$ cat src/rtl/cpa_share_arbiter.sv
// Two-requester front end for one shared combinational adder: round-robin grant,
// operand latching, one issue cycle, then a held result until the consumer takes it.
module cpa_share_arbiter #(
    parameter int WIDTH = 4
) (
    input  logic             clk,
    input  logic             rst_n,
    input  logic             req0_valid,
    input  logic [WIDTH-1:0] req0_a,
    input  logic [WIDTH-1:0] req0_b,
    output logic             req0_ready,
    input  logic             req1_valid,
    input  logic [WIDTH-1:0] req1_a,
    input  logic [WIDTH-1:0] req1_b,
    output logic             req1_ready,
    output logic [WIDTH-1:0] add_a,
    output logic [WIDTH-1:0] add_b,
    input  logic [WIDTH-1:0] add_s,
    output logic             rsp_valid,
    output logic             rsp_id,
    output logic [WIDTH-1:0] rsp_sum,
    input  logic             rsp_ready
);

    typedef enum logic [1:0] {IDLE, ISSUE, RESP} state_t;

    state_t state;
    logic   last_grant;
    logic   pick0, pick1;

    // On a tie the requester that did not win last time goes next.
    always_comb begin
        pick0      = req0_valid && (!req1_valid || last_grant);
        pick1      = req1_valid && (!req0_valid || !last_grant);
        req0_ready = rst_n && (state == IDLE) && pick0;
        req1_ready = rst_n && (state == IDLE) && pick1;
    end

    always_ff @(posedge clk or negedge rst_n) begin
        if (!rst_n) begin
            state      <= IDLE;
            add_a      <= '0;
            add_b      <= '0;
            rsp_valid  <= 1'b0;
            rsp_id     <= 1'b0;
            rsp_sum    <= '0;
            last_grant <= 1'b1;
        end else begin
            case (state)
                IDLE: begin
                    if (pick0 || pick1) begin
                        add_a      <= pick1 ? req1_a : req0_a;
                        add_b      <= pick1 ? req1_b : req0_b;
                        rsp_id     <= pick1;
                        last_grant <= pick1;
                        state      <= ISSUE;
                    end
                end
                ISSUE: begin
                    // Operands have been stable on the adder for a full cycle.
                    rsp_sum   <= add_s;
                    rsp_valid <= 1'b1;
                    state     <= RESP;
                end
                RESP: begin
                    if (rsp_ready) begin
                        rsp_valid <= 1'b0;
                        state     <= IDLE;
                    end
                end
                default: state <= IDLE;
            endcase
        end
    end

endmodule

$ cat config.mk
export PLATFORM = sky130hd
export DESIGN_NAME = cpa_share_arbiter
export DESIGN_NICKNAME = d
export VERILOG_FILES = /design/src/rtl/cpa_share_arbiter.sv
export SDC_FILE = /design/constraint.sdc
export NUM_CORES = 1
export LEC_CHECK = 0
export CORE_MARGIN = 2
export CORE_UTILIZATION = 38
export CTS_CLUSTER_SIZE = 25
export DETAILED_ROUTE_END_ITERATION = 10
export PLACE_DENSITY = 0.81
export SLEW_MARGIN = 20
export SYNTH_ARGS = -nofsm -noshare
export SYNTH_HDL_FRONTEND = slang
export SYNTH_SLANG_ARGS = --single-unit
$ cat constraint.sdc
create_clock -name clk -period 1.7 [get_ports clk]
set_input_delay 0.34 -clock clk [delete_from_list [all_inputs] [get_ports clk]]
set_output_delay 0.34 -clock clk [all_outputs]
set_load 0.005 [all_outputs]
==> results of run 1 <==
-- power by group --
| part | internal (mW) | switching [mW] |
|---|---|---|
| sequential | 0.621 | 0.107 |
| combinational | 0.783 | 0.362 |
| clock | 0.0873 | 0.121 |
| total | 1.49 | 0.590 |
-- stage by stage --
stage | setup WS (ps) | hold slack, ps | instances | setup TNS [ps]
final | 79.6 | 178 | 137 | 0
after global routing | 16.7 | 191 | 137 | 0
after global placement | -363 | 486 | 128 | -2780
after detailed placement | -399 | 492 | 128 | -3190
after floorplan | 339 | 44.4 | 54 | 0
after CTS | -21.5 | 168 | 137 | -21.5
-- cell families after synthesis --
group,after synthesis
compound gates,8
mux,20
buf+inv,3
simple gates,6
flops,17
-- placed cells by master (no fill, tap or decap), drive strengths merged, types with 3 or more instances in the layout --
master / instances
clkdlybuf4s50: 35
dfrtp: 16
mux2: 20
inv: 3
buf: 12
dlygate4sd2: 4
clkbuf: 4
a21oi: 3
-- cell type report --
class	instances	share of cell area
inverters	3	0.00845
repair buffers	52	0.373
flip-flops and latches	17	0.320
well taps	27	0.0254
clock inverters	1	0.00376
clock buffers	3	0.0169
multi-input cells	34	0.253
-- flip-flops by register name (all words and copies together) (netlist names) --
signal      count
add_a           4
rsp_valid       1
last_grant      1
rsp_id          1
rsp_sum         4
state           2
add_b           4
-- cells in the mapped netlist, drive strengths merged --
cell	n	share of area
a21boi	1	0.024
a21oi	3	0.019
a22o	1	0.013
a31oi	1	0.0081
and3	1	0.0097
dfrtp	16	0.52
dfstp	1	0.034
inv	3	0.015
mux2	20	0.30
nand2	1	0.0048
nor2	1	0.0081
nor2b	1	0.0081
nor3b	1	0.0097
o2111a	1	0.015
o21ai	1	0.011
or2	1	0.0081
-- per-layer routing --
| metal | global-route usage | vias up | part of all wire |
|---|---|---|---|
| met5 | 0 | - | 0 |
| met4 | 0.0857 | 0 | 0.0097 |
| met3 | 0.0276 | 2 | 0.048 |
| met2 | 0.302 | 18 | 0.55 |
| met1 | 0.202 | 316 | 0.39 |
| li1 | - | 310 | - |
-- worst min-delay path by stage --
stage                     startpoint       end  slack [ps]  cells after the start
after global placement        rsp_id    rsp_id         490                      1
final                          rst_n  state[1]         180                      2
after global routing           rst_n    rsp_id         190                      2
after floorplan                rst_n  add_a[0]          40                      0
after detailed placement      rsp_id    rsp_id         490                      1
after CTS                      rst_n    rsp_id         170                      2
-- what timing repair did --
| action | CTS | global route |
|---|---|---|
| hold buffers | 0 | 0 |
| buffers inserted | 5 | 0 |
| resized for setup | 7 | 1 |
| pin swaps | 1 | 0 |
| setup endpoints to repair | 9 | 1 |
-- worst reg2reg max path, cell delays in order (launching register included) --
cell      delay, ps
dfstp_2         550
buf_6           100
a21boi_4         50
buf_4           180
mux2_1          320
mux2_2          260
==> results.cfg, run 1 <==
[outcome]
status = finished, final reports clean

[cts]
cts_buffers = 3
root_buffer = clkbuf_4
clock_latency_ps = 280
cts_buffer_depth = 2
path_clk_slew_ps = 100
clock_sinks = 17
cts_tree = yes
htree_levels = 1

[global_routing]
grt_max_degree = 18
grt_pass1_vias = 715
grt_pass1_wl_um = 3160
grt_usage = 0.172
antenna_found_initial = 0
grt_overflow = 0

[yosys]
synth.net_count = 79
syn-cell-area_sq_um = 774
synth_fa_ha_area_frac = 0
ys_seq_area_frac = 0.551
post_synth_and_or_nand_nor_area_fraction = 0.0485
synth_compound_area_frac = 0.0905
synthMuxAreaShare = 0.296
ys_warn_count = 0
synth_top_family_by_area = multiplexers
ys_types = 18
ys_seq_elements = 17
synthXorXnorAreaFrac = 0
synth_area_per_cell_sq_um = 14.3
syn_inst = 54

[timing]
drv_slew = 0
finalHoldViolCount = 0
maxSlewHeadroom = 0.738
rsz0062_at_grt = false
fin_crit_sh = 0.953
worst_pin_slew_ps = 392
setup-violations-final = 0
max_freq_ghz = 0.617
min_period_ps = 1620
skew_ps = 0.591

[floorplan]
die_h_um = 49.1
num_io_pins = 41
fp.dieW_um = 49.1
die-area_sq_um = 2420
core_area_sq_um = 1940
fp-row-count = 16
initial_utilization = 0.399

[worst_setup_path]
cp-endpoint = req1_ready
crit_path_cell_trace = buf_6 -> a21boi_4 -> and3_2 -> clkbuf_2
regToRegEndpoint = add_a[1]
cp_slowest_stage_delay_ps = 550
cp_slowest_cell = dfstp_2
r2r_cells = 5
cp_num_buf_inv = 2
rrSetupSlack_ps = 130
path_depth = 4
crit_path_start_kind = flip-flop
critical-path-top-delay-family = flip-flops
crit_arrival_ps = 1280
reg2reg_from = last_grant
path_class = flip-flop to output port
end_kind = output port
path_max_fanout = 2
crit_required_ps = 1360
critical_path.startpoint = last_grant

[drt]
drt_wl_total_um = 1750
dr.pass1.iters = 3
detail-route-antenna-nets = 0
drt-initial-drc-count = 6
wl_per_cell_um = 12.8
drt_drc_violations_left = 0
route.vias.total = 646
vias_per_cell = 4.72

[place]
placed_cell_area_sq_um = 1270
dp_hpwl_um = 1340
gp_congestion = 0.686
io_buffer_count = 40

[finish]
multiInputGateArea_sq_um = 337
fillers = 157
seq_area_sq_um = 427
antennaDiodeCount = 0
syn2layout_area_growth_pct = 72.1
drive_gt1_frac = 0.336
nets = 136
post-route-cell-area_sq_um = 1330
fin_util = 0.686

[power]
powerDensity_nw_per_um2 = 1560
leakagePower_nw = 0.590
design_power_total_mw = 2.08
ir_drop_mv = 1.01

[min_path]
hold_path.class = input port to asynchronous set/reset pin

[flow_run]
max-cap-violations = 0
(Power assumes the default switching activity.)
==> run 2: changes to the inputs <==
--- a/config.mk
+++ b/config.mk
@@ -14,3 +14,4 @@
 export SYNTH_ARGS = -nofsm -noshare
 export SYNTH_HDL_FRONTEND = slang
 export SYNTH_SLANG_ARGS = --single-unit
+export TNS_END_PERCENT = 30
==> constraint.sdc (replaced) <==
create_clock -name clk -period 1.8 [get_ports clk]
set_input_delay 0.36 -clock clk [delete_from_list [all_inputs] [get_ports clk]]
set_output_delay 0.36 -clock clk [all_outputs]
set_load 0.005 [all_outputs]
==> run 2 against run 1 <==
Combinational power down 10%. Largest cell class unchanged. Clock power about the same. Total power down 6.7%. Sequential power down 3.3%. Final cell count down 1.5%. Via count down 4.2%. Critical path depth down 1.
==> results.cfg, run 2 (same netlist as run 1, synthesis figures left out) <==
[outcome]
status = finished, final reports clean

[drt]
vias_per_cell = 4.59
detail-route-antenna-nets = 0
drt_drc_violations_left = 0
drt-initial-drc-count = 2
route.vias.total = 619
dr.pass1.iters = 2
wl_per_cell_um = 13.2
drt_wl_total_um = 1780

[timing]
drv_slew = 0
fin_crit_sh = 0.938
maxSlewHeadroom = 0.729
worst_pin_slew_ps = 405
rsz0062_at_grt = false
min_period_ps = 1690
max_freq_ghz = 0.592
setup-violations-final = 0
finalHoldViolCount = 0
skew_ps = 2.85
setup_ws_ps = 112

[worst_setup_path]
cp-endpoint = req1_ready
crit_required_ps = 1440
reg2reg_from = last_grant
path_max_fanout = 3
crit_arrival_ps = 1330
cp_slowest_cell = dfstp_2
path_depth = 3
regToRegEndpoint = add_a[1]
cp_num_buf_inv = 1
end_kind = output port
crit_path_start_kind = flip-flop
r2r_cells = 4
rrSetupSlack_ps = 280
cp_slowest_stage_delay_ps = 580
path_class = flip-flop to output port
crit_path_cell_trace = a21boi_4 -> and3_2 -> clkdlybuf4s15_1
critical_path.startpoint = last_grant
critical-path-top-delay-family = flip-flops

[floorplan]
num_io_pins = 41
die-area_sq_um = 2420
die_h_um = 49.1
initial_utilization = 0.399
core_area_sq_um = 1940
fp-row-count = 16
fp.dieW_um = 49.1

[cts]
clock_sinks = 17
path_clk_slew_ps = 100
clock_latency_ps = 280
cts_buffers = 3
hold_buffers = 0
root_buffer = clkbuf_4
htree_levels = 1
cts_tree = yes
cts_buffer_depth = 2

[power]
design_power_total_mw = 1.94
powerDensity_nw_per_um2 = 1460
leakagePower_nw = 0.575
ir_drop_mv = 0.967

[min_path]
hold_path.class = input port to asynchronous set/reset pin

[finish]
drive_gt1_frac = 0.315
nets = 134
fillers = 158
post-route-cell-area_sq_um = 1330
layout_common_cells = clkdlybuf4s50_1, dfrtp_1, mux2_2, buf_4, mux2_1
seq_area_sq_um = 427
top_regs = add_a x4, add_b x4, rsp_sum x4
final_common_cell = clkdlybuf4s50_1
multiInputGateArea_sq_um = 342
fin_cells = 135
antennaDiodeCount = 0
syn2layout_area_growth_pct = 71.4

[place]
placed_cell_area_sq_um = 1260
dp_cells = 126
io_buffer_count = 40
dp_hpwl_um = 1340
dp_slack_ps = -344
gp_congestion = 0.675

[global_routing]
grt_usage = 0.166
grt_pass1_vias = 703
grt_pass1_wl_um = 3060
grt_max_degree = 18
antenna_found_initial = 0
grt_overflow = 0

[flow_run]
max-cap-violations = 0
-- run 2: worst min path at each step --
stage / start / to / cells past startpoint
floorplan: rst_n / add_a[0] / 0
global placement: rsp_id / rsp_id / 1
detailed placement: rsp_id / rsp_id / 1
CTS: rst_n / rsp_valid / 2
global route: rst_n / rsp_id / 2
finish: rst_n / rsp_id / 2
-- run 2: cell type report --
| type | count | area share |
|---|---|---|
| timing repair buffer | 50 | 0.365 |
| sequential | 17 | 0.321 |
| multi-input combinational | 34 | 0.257 |
| tap | 27 | 0.0254 |
| clock buffer | 3 | 0.0170 |
| inverter | 3 | 0.00848 |
| clock inverter | 1 | 0.00566 |
-- run 2: metal layers --
layer,track usage,part of all wire
met4,0.0857,0.012
met5,0,0
met1,0.185,0.40
met3,0.0276,0.045
met2,0.300,0.54
-- run 2: what timing repair did --
item | 4_1_cts | 5_1_grt
hold endpoints to repair | 0 | 0
endpoints found under the setup margin | 2 | 1
pin swaps | 1 | 0
gates resized for setup | 5 | 1
setup buffers | 5 | 0
-- run 2: report_power, final --
group | switching (mW) | leakage [nW] | internal (mW)
logic | 0.323 | 0.362 | 0.710
clock network | 0.120 | 0.0139 | 0.0843
registers | 0.117 | 0.199 | 0.587
-- run 2: per-stage QoR --
step / setup TNS (ps) / hold slack [ps] / utilization
2_1_floorplan: 0 / 64.4 / -
3_3_place_gp: -1990 / 486 / 0.648
3_5_place_dp: -2230 / 492 / 0.648
4_1_cts: 0 / 446 / 0.683
5_1_grt: 0 / 474 / 0.684
6_report: 0 / 468 / 0.684
==> run 3: changes to the inputs <==
--- a/config.mk
+++ b/config.mk
@@ -9,7 +9,7 @@
 export CORE_UTILIZATION = 38
 export CTS_CLUSTER_SIZE = 25
 export DETAILED_ROUTE_END_ITERATION = 10
-export PLACE_DENSITY = 0.81
+export PLACE_DENSITY = 0.86
 export SLEW_MARGIN = 20
 export SYNTH_ARGS = -nofsm -noshare
 export SYNTH_HDL_FRONTEND = slang
==> constraint.sdc (replaced) <==
create_clock -name clk -period 1.9 [get_ports clk]
set_input_delay 0.38 -clock clk [delete_from_list [all_inputs] [get_ports clk]]
set_output_delay 0.38 -clock clk [all_outputs]
set_load 0.005 [all_outputs]
==> run 3 against run 2 <==
Sequential share of layout area increased by 0.15 points. Flip-flop and latch count stayed put. Wire length is 1.0% lower. Critical path depth stayed put. Clock-buffer cell count grew 1. Global-route usage increased by 0.15 points. Via count increased by 2.6%. Final area is 0.47% lower. Hold slack worse by 260 ps. Final cell count unchanged. Critical endpoint unchanged. Largest power group unchanged.
==> results.cfg, run 3 (same netlist as run 1, synthesis figures left out) <==
[drt]
wl_per_cell_um = 13.1
drt-initial-drc-count = 0
drt_wl_total_um = 1760
route.vias.total = 635
drt_drc_violations_left = 0
vias_per_cell = 4.70
detail-route-antenna-nets = 0
dr.pass1.iters = 1

[power]
switching_share = 0.282
ir_drop_mv = 0.719
p_comb_frac = 0.524
powerDensity_nw_per_um2 = 1350
pwr-share-clk = 0.101
power_switching_mw = 0.505
leakagePower_nw = 0.580
p_seq_frac = 0.375
power.internal_mw = 1.28

[cts]
hold_buffers = 0
clock_sinks = 17
cts_buffer_depth = 2
path_clk_slew_ps = 90
htree_levels = 1
clock_latency_ps = 270
root_buffer = clkbuf_4
cts_tree = yes
cts_buffers = 3

[global_routing]
grt_usage = 0.168
grt_pass1_wl_um = 3090
grt_max_degree = 11
grt_pass1_vias = 702
grt_overflow = 0
antenna_found_initial = 0

[floorplan]
die-area_sq_um = 2420
fp.dieW_um = 49.1
die_h_um = 49.1
fp-row-count = 16
num_io_pins = 41
core_area_sq_um = 1940
initial_utilization = 0.399

[place]
io_buffer_count = 40
placed_cell_area_sq_um = 1270
gp_congestion = 0.664
dp_hpwl_um = 1390
dp_cells = 127
dp_slack_ps = -215

[worst_setup_path]
end_kind = output port
crit_arrival_ps = 1350
cp_slowest_cell = dfstp_2
path_max_fanout = 3
crit_path_start_kind = flip-flop
critical-path-top-delay-family = flip-flops
r2r_cells = 4
rrSetupSlack_ps = 390
regToRegEndpoint = add_b[2]
crit_path_cell_trace = a21boi_4 -> and3_2 -> dlygate4sd2_1
cp_num_buf_inv = 1
cp_slowest_stage_delay_ps = 580
reg2reg_from = last_grant
path_class = flip-flop to output port
crit_required_ps = 1520

[finish]
nets = 134
final_common_cell = clkdlybuf4s50_1
top_regs = add_a x4, add_b x4, rsp_sum x4
fin_util = 0.680
antennaDiodeCount = 0
layout_common_cells = clkdlybuf4s50_1, dfrtp_1, mux2_2, buf_4, mux2_1
syn2layout_area_growth_pct = 70.6
post-route-cell-area_sq_um = 1320
drive_gt1_frac = 0.306
fin_cells = 135

[timing]
drv_slew = 0
maxSlewHeadroom = 0.727
max_freq_ghz = 0.578
finalHoldViolCount = 0
setup-violations-final = 0
min_period_ps = 1730
setup_ws_ps = 169
rsz0062_at_grt = false
skew_ps = 0.929
fin_crit_sh = 0.911
worst_pin_slew_ps = 409
holdWs_ps = 204

[flow_run]
max-cap-violations = 0

[min_path]
hold_path.class = input port to asynchronous set/reset pin

[outcome]
status = finished, final reports clean
-- run 3: changes by cell type in the layout (fill, tap and decap cells not counted), sizes merged --
cell	before	now
dlygate4sd2	3	5
clkbuf	3	4
clkdlybuf4s15	1	0
clkdlybuf4s50	36	35
clkinvlp	1	0
-- run 3: power by group through the flow --
stage	clock network [mW]	registers (mW)	logic, mW
after global routing	0.206	0.698	1.01
final	0.181	0.670	0.936
after global placement	0	0.668	0.857
after detailed placement	0	0.679	0.875
after floorplan	0	0.683	0.359
after CTS	0.190	0.671	0.953
-- run 3: layout make-up --
class | instances | area [sq um]
Clock buffer | 4 | 26.3
Timing Repair Buffer | 50 | 482
Sequential cell | 17 | 427
Tap cell | 27 | 33.8
Fill cell | 161 | 621
Multi-Input combinational cell | 34 | 342
Inverter | 3 | 11.3
-- run 3: per-stage QoR --
stage               power [mW]  TNS [ps]
floorplan                 1.04         0
global placement          1.52      -685
detailed placement        1.55      -930
CTS                       1.81         0
global route              1.92         0
finish                    1.79         0
-- run 3: worst max path at each step --
stage                           from         end  slack (ps)  depth (start not counted)
after floorplan           req1_valid    add_a[0]         520                          3
after global placement    req1_valid  req1_ready        -190                          4
after detailed placement  req1_valid  req1_ready        -210                          4
after CTS                 last_grant  req1_ready         150                          3
after global routing      last_grant  req1_ready         100                          3
final                     last_grant  req1_ready         170                          3
-- run 3: timing repair --
| item | in CTS | in global routing |
|---|---|---|
| setup endpoints to repair | 2 | 0 |
| setup buffers | 4 | 0 |
| resized for setup | 6 | 0 |
-- run 3: metal layers --
metal	GRT usage	vias up	routed length, um
li1	-	304	-
met3	0.0245	2	64
met1	0.194	313	694
met2	0.304	16	981
met4	0.0714	0	23
met5	0	-	0
